**src/rtl/dmaRegConfigPkg.sv**
```systemverilog
// Shared address codes, FSM state and read-snapshot types for the DMA register read port.
package dmaRegConfigPkg;

    localparam logic [3:0] ADDR_STATUS = 4'b1000;
    localparam logic [3:0] ADDR_TEMP   = 4'b1101;

    typedef enum logic {
        ST_IDLE,
        ST_DRIVE
    } state_t;

    typedef enum logic [1:0] {
        SRC_NONE,
        SRC_CHAN,
        SRC_STATUS,
        SRC_TEMP
    } src_t;

    typedef struct packed {
        src_t       src;
        logic [7:0] data;
    } rd_snap_t;

    function automatic src_t decode_src(input logic [3:0] a);
        src_t s;
        s = SRC_NONE;
        if (!a[3])
            s = SRC_CHAN;
        else if (a == ADDR_STATUS)
            s = SRC_STATUS;
        else if (a == ADDR_TEMP)
            s = SRC_TEMP;
        return s;
    endfunction

endpackage

```
**src/rtl/dma_status_reg.sv**
```systemverilog
// Terminal-count flags: per-channel set on tcPulse, cleared selectively by a status read.
module dma_status_reg (
    input  logic       CLK,
    input  logic       RESET_N,
    input  logic [3:0] set_mask,
    input  logic       clr_en,
    input  logic [3:0] clr_mask,
    input  logic       mclr,
    output logic [3:0] tc_flags
);

    logic [3:0] clr_bits;

    assign clr_bits = clr_en ? clr_mask : 4'h0;

    // A same-cycle set survives the read clear; master clear beats everything.
    always_ff @(posedge CLK or negedge RESET_N) begin
        if (!RESET_N)
            tc_flags <= 4'h0;
        else if (mclr)
            tc_flags <= 4'h0;
        else
            tc_flags <= (tc_flags & ~clr_bits) | set_mask;
    end

endmodule

```
**src/rtl/dma_read_port.sv**
```systemverilog
// CPU read side of the DMA controller: register decode, snapshot-and-drive FSM, byte pointer.
module dma_read_port
    import dmaRegConfigPkg::*;
(
    input  logic             CLK,
    input  logic             RESET_N,
    input  logic             CS_N,
    input  logic             IOR_N,
    input  logic             HLDA,
    input  logic [3:0]       A,
    input  logic [3:0][15:0] currAddr,
    input  logic [3:0][15:0] currWordCount,
    input  logic [7:0]       tempReg,
    input  logic [3:0]       tcPulse,
    input  logic [3:0]       dreqPending,
    input  logic             wrToggle,
    input  logic             clearFF,
    input  logic             masterClear,
    output logic [7:0]       DB_OUT,
    output logic             DB_OE,
    output logic             byteFF
);

    state_t     state_q, state_d;
    rd_snap_t   snap_q, snap_d;
    src_t       src_sel;
    logic [15:0] word_sel;
    logic [7:0] rd_data;
    logic [3:0] tc_flags;
    logic       read_cond;
    logic       ior_gap_q;
    logic       start_rd;
    logic       rd_toggle;
    logic       st_clr;

    assign read_cond = !CS_N && !IOR_N && !HLDA;
    assign src_sel   = decode_src(A);
    assign word_sel  = A[0] ? currWordCount[A[2:1]] : currAddr[A[2:1]];

    always_comb begin
        rd_data = 8'h00;
        case (src_sel)
            SRC_CHAN:   rd_data = byteFF ? word_sel[15:8] : word_sel[7:0];
            SRC_STATUS: rd_data = {dreqPending, tc_flags};
            SRC_TEMP:   rd_data = tempReg;
            default:    rd_data = 8'h00;
        endcase
    end

    always_comb begin
        state_d   = state_q;
        snap_d    = snap_q;
        rd_toggle = 1'b0;
        st_clr    = 1'b0;
        case (state_q)
            ST_IDLE: begin
                // Unreadable codes never leave IDLE and leave no trace.
                if (!masterClear && read_cond && ior_gap_q && src_sel != SRC_NONE) begin
                    state_d = ST_DRIVE;
                    snap_d  = '{src: src_sel, data: rd_data};
                end
            end
            ST_DRIVE: begin
                if (masterClear || HLDA) begin
                    state_d = ST_IDLE;
                end else if (CS_N || IOR_N) begin
                    state_d   = ST_IDLE;
                    rd_toggle = (snap_q.src == SRC_CHAN);
                    st_clr    = (snap_q.src == SRC_STATUS);
                end
            end
            default: state_d = ST_IDLE;
        endcase
    end

    assign start_rd = (state_q == ST_IDLE) && (state_d == ST_DRIVE);

    always_ff @(posedge CLK or negedge RESET_N) begin
        if (!RESET_N) begin
            state_q <= ST_IDLE;
            snap_q  <= '0;
        end else begin
            state_q <= state_d;
            snap_q  <= snap_d;
        end
    end

    // IOR_N must be seen high between reads before another one may start.
    always_ff @(posedge CLK or negedge RESET_N) begin
        if (!RESET_N)
            ior_gap_q <= 1'b0;
        else if (start_rd)
            ior_gap_q <= 1'b0;
        else if (IOR_N)
            ior_gap_q <= 1'b1;
    end

    // Simultaneous write-side and read-end toggles cancel out.
    always_ff @(posedge CLK or negedge RESET_N) begin
        if (!RESET_N)
            byteFF <= 1'b0;
        else if (clearFF || masterClear)
            byteFF <= 1'b0;
        else if (wrToggle ^ rd_toggle)
            byteFF <= ~byteFF;
    end

    dma_status_reg u_status (
        .CLK      (CLK),
        .RESET_N  (RESET_N),
        .set_mask (tcPulse),
        .clr_en   (st_clr),
        .clr_mask (snap_q.data[3:0]),
        .mclr     (masterClear),
        .tc_flags (tc_flags)
    );

    assign DB_OUT = snap_q.data;
    assign DB_OE  = (state_q == ST_DRIVE);

endmodule

```
**config.mk**
```make
export PLATFORM = sky130hd
export DESIGN_NAME = dma_read_port
export DESIGN_NICKNAME = d
export VERILOG_FILES = /design/src/rtl/dmaRegConfigPkg.sv /design/src/rtl/dma_status_reg.sv /design/src/rtl/dma_read_port.sv
export SDC_FILE = /design/constraint.sdc
export NUM_CORES = 1
export LEC_CHECK = 0
export BUFFER_PORTS_ARGS = -buffer_cell sky130_fd_sc_hd__buf_2
export CORE_MARGIN = 5
export CORE_UTILIZATION = 37
export CTS_CLUSTER_SIZE = 12
export DETAILED_ROUTE_END_ITERATION = 10
export PLACE_DENSITY_LB_ADDON = 0.05
export SYNTH_ARGS = -nofsm -noshare
export SYNTH_HDL_FRONTEND = slang
export SYNTH_SLANG_ARGS = --single-unit
```
**constraint.sdc**
```tcl
create_clock -name CLK -period 1.4 [get_ports CLK]
set_input_delay 0.07 -clock CLK [delete_from_list [all_inputs] [get_ports CLK]]
set_output_delay 0.07 -clock CLK [all_outputs]
set_load 0.02 [all_outputs]
```
==> run summary <==
The run finished, with violations left. The final reports fail on setup timing. The peak supply drop is around 0.00031 V.

The vertical die dimension is about 86 um. The final instance count without filler cells came out at between 400 and 500. The path depth of the worst reg2reg path came out at 5. The share of final-layout standard cells stronger than drive strength 1 is around three fifths. The number of maximum-capacitance constraint violations came out at 0. The storage element area came out at between 400 and 500 um2. The synthesized net count came out at approximately 370. The number of CTS-inserted buffers is 3. The overall overflow remaining after global route is 0. The remaining antenna violation count is 0. The achievable clock frequency is roughly 0.59 GHz. The initial standard-cell utilization of the core is about 39%. For this block, the routed nets add up to between 7000 and 8000 um of wire. The total area of multi-input combinational cells is 1549 um2. The time the final worst path needs with I/O delays and setup is between 1.5 and 2 ns.

The worst setup path is captured at a register. Setup repair after global routing could not meet its margin everywhere. The worst path required time is 1.54 ns. The number of warning messages in the yosys log came out at 0. The final net count came out at approximately 560.

A synthesized cell averages ~10 um2. The total global-route track usage is 20.79%. The final count of negative-setup-slack endpoints is 12. For this design the ratio of total power to cell area is 599.5 nW/um2. TritonCTS built the clock tree.

Synthesis instantiated 43 different standard cells from the library. Across all hold checks on the routed design, the worst slack comes to about 0.035 ns. The overall power after layout is around 2.0 mW. The critical setup path kind is reg -> reg. Using the TritonRoute via totals, the vias-per-cell ratio works out to between 5 and 6. The number of filler instances in the final layout came out at slightly above 500. In the final routed layout, each cell accounts on average for 16.54 um.

The critical path launch point is DB_OE$_DFF_PN0_. For the pin with the worst max-slew slack, the measured transition is between 0.4 and 0.5 ns. The worst setup path is launched from a register.

The clock latency on the worst-skew pair came out at roughly 0.25 ns. The worst path setup slack after routing is -0.2846 ns. The number of max-slew violations in the final report is 0. The share of flip-flops with an asynchronous set or reset after synthesis came out at 100.0%. The congestion estimate from routability-driven global placement came to ~0.78. The cell row count is 27. The number of synthesized register bits came out at 17. The register-to-register path setup slack is -0.28 ns. In this run the deepest clock path goes through 2 buffers. The final clock skew came out at 0.003762 ns. The layout overhead on the synthesized area is 53.58%.

The H-tree depth reported by CTS came out at 1. The final design instance area without fill came out at between 3000 and 4000 um2. The placed instances occupy a cell area of ~3200 um2.

The first-pass GRT wire length came out at about 13000 um. Counting tap cells, the placed design contains a total of about 460 instances. The total number of clock tree sinks came out at 17.

The synthesized cell area is about 2200 um2. Entering global routing, the biggest net connects 35 pins. In this run the critical register-to-register path is captured at DB_OUT[0]$_DFFE_PN0P_.

The final antenna diode count came out at 0. The iteration-0 DRC count of the detailed router came out at 110. In the synthesized netlist, the number of instances is around 220.

The number of search-and-repair iterations in the first detailed-routing pass is 5. The count of input and output buffers came out at 165. Detailed placement finished with a half-perimeter wire length of roughly 6800 um. The maximum fanout along the worst path is 9.

The DRC violation count after routing is 0. The clock-pin transition on the worst setup and hold timing paths is 0.06 ns. The cell accounting for the most synthesized area is dfrtp_1. The part of the cycle the worst path needs came out at 120.3%. Headroom to the max-slew limit came out at between 60 and 70%. The detailed router placed 2452 vias in this run. The number of flops mapped to enable cells by yosys came out at 0. The most frequent cell after synthesis is mux2i_1. The number of endpoints with negative hold slack in the final report was 0. The overall die area is ~7400 um2. In this run the standard cell core region covers 5574 um2.

By area the synthesized netlist is led by dfrtp_1 (20%), mux4_2 (16%), mux2i_1 (9.3%), buf_4 (5.2%), a22oi_1 (4.9%). The horizontal extent of the die came out at ~86 um. The via count of the first global-routing pass came to around 2700. The area share of the largest cell type after synthesis came out at between 10% and 20%. Ranked by instance count, the synthesized netlist is headed by mux2i_1 (20), dfrtp_1 (17). The path class of the tightest hold or removal check is in -> reg. Summed over all cells, the static leakage comes to between 1.5 and 2 nW.

The startpoint identified for the worst register-to-register timing path is DB_OE$_DFF_PN0_. For the worst setup path, the data arrival time is 1.82 ns. The worst setup path endpoint is DB_OUT[0]$_DFFE_PN0P_. 166 I/O pins were placed. The top flip-flop cell by instance count after synthesis is dfrtp_1. The register area share after synthesis is about 20%. The buffer cell driving the clock tree root is clkbuf_8.

The initial antenna violation count is 0.
## report_power, final
part	total [mW]	switching, mW	internal [mW]
Clock	0.371	0.169	0.202
Sequential	0.650	0.0705	0.580
Combinational	0.959	0.434	0.525
Total	1.98	0.673	1.31
## stage by stage
step,util (%),setup slack [ns],setup TNS (ns)
finish,59.26,-0.2846,-2.617
global route,59.26,-0.3518,-3.484
CTS,59.12,-0.2737,-2.713
global placement,57.60,-0.3055,-2.901
detailed placement,57.60,-0.3281,-3.127
floorplan,-,-0.2749,-2.137
## layout make-up
type | count | area share [%]
multi-input cells | 171 | 46.89
repair buffers | 206 | 36.10
flip-flops and latches | 17 | 12.92
well taps | 72 | 2.727
clock buffers | 4 | 1.364
## worst min path at each step
stage                          start                              to  cells past startpoint
after floorplan              RESET_N                 DB_OE$_DFF_PN0_                      0
after global placement       RESET_N           DB_OUT[7]$_DFFE_PN0P_                      1
after detailed placement     RESET_N           DB_OUT[7]$_DFFE_PN0P_                      1
after CTS                 tcPulse[3]  u_status.tc_flags[3]$_DFF_PN0_                      3
after global routing      tcPulse[0]  u_status.tc_flags[0]$_DFF_PN0_                      3
final                     tcPulse[3]  u_status.tc_flags[3]$_DFF_PN0_                      3
## what timing repair did
| action | CTS | global route |
|---|---|---|
| setup buffers | 1 | 0 |
| resized for setup | 2 | 2 |
| endpoints found under the hold margin | 18 | 0 |
| pin swaps | 1 | 1 |
| gates cloned | 0 | 0 |
| endpoints found under the setup margin | 12 | 14 |
| hold buffers | 2 | 0 |
## cells in the final DEF (no fill, tap or decap), types with 2 or more instances in the layout
cell / instances
buf_12: 4
nand2_1: 15
nand4_1: 6
mux4_2: 15
buf_2: 165
dlygate4sd3_1: 2
clkbuf_8: 3
dfrtp_1: 16
nor3b_2: 2
xnor2_1: 2
o211ai_1: 3
a21oi_1: 9
and3_1: 5
mux2i_1: 20
a21o_1: 2
mux4_1: 4
nor2b_1: 6
nor3_1: 2
o32a_1: 7
nand3_1: 3
mux2_2: 6
nand4b_1: 2
a31oi_1: 5
a22oi_1: 14
nor3b_1: 4
buf_4: 34
and2_1: 2
a22o_1: 3
o21ai_0: 4
nor2_1: 15
## per-layer routing
metal | global-route usage [%] | share of wire [%]
met5 | 0 | 0
met4 | 5.382 | 1.5
met3 | 4.183 | 7.7
met2 | 36.44 | 51
met1 | 26.09 | 40
## critical path, cell delays in order (launching register included)
cell and delay (ns):
dfrtp_2 0.40, or4b_4 0.52, nor2_4 0.14, buf_12 0.13, o211ai_1 0.09, o32a_1 0.29
## flip-flops by register name, summed over array words and instances, names as in the netlist
name / flops
DB_OE: 1
DB_OUT: 8
byteFF: 1
ior_gap_q: 1
snap_q: 2
u_status.tc_flags: 4
## cells by family after synthesis
group / count (synthesis) / synth area share [%]
flops: 17 / 19.78
buf+inv: 28 / 10.01
simple gates: 71 / 18.21
xor+xnor: 2 / 0.8146
compound gates: 53 / 18.15
mux: 45 / 33.04
(Power assumes the default switching activity.)
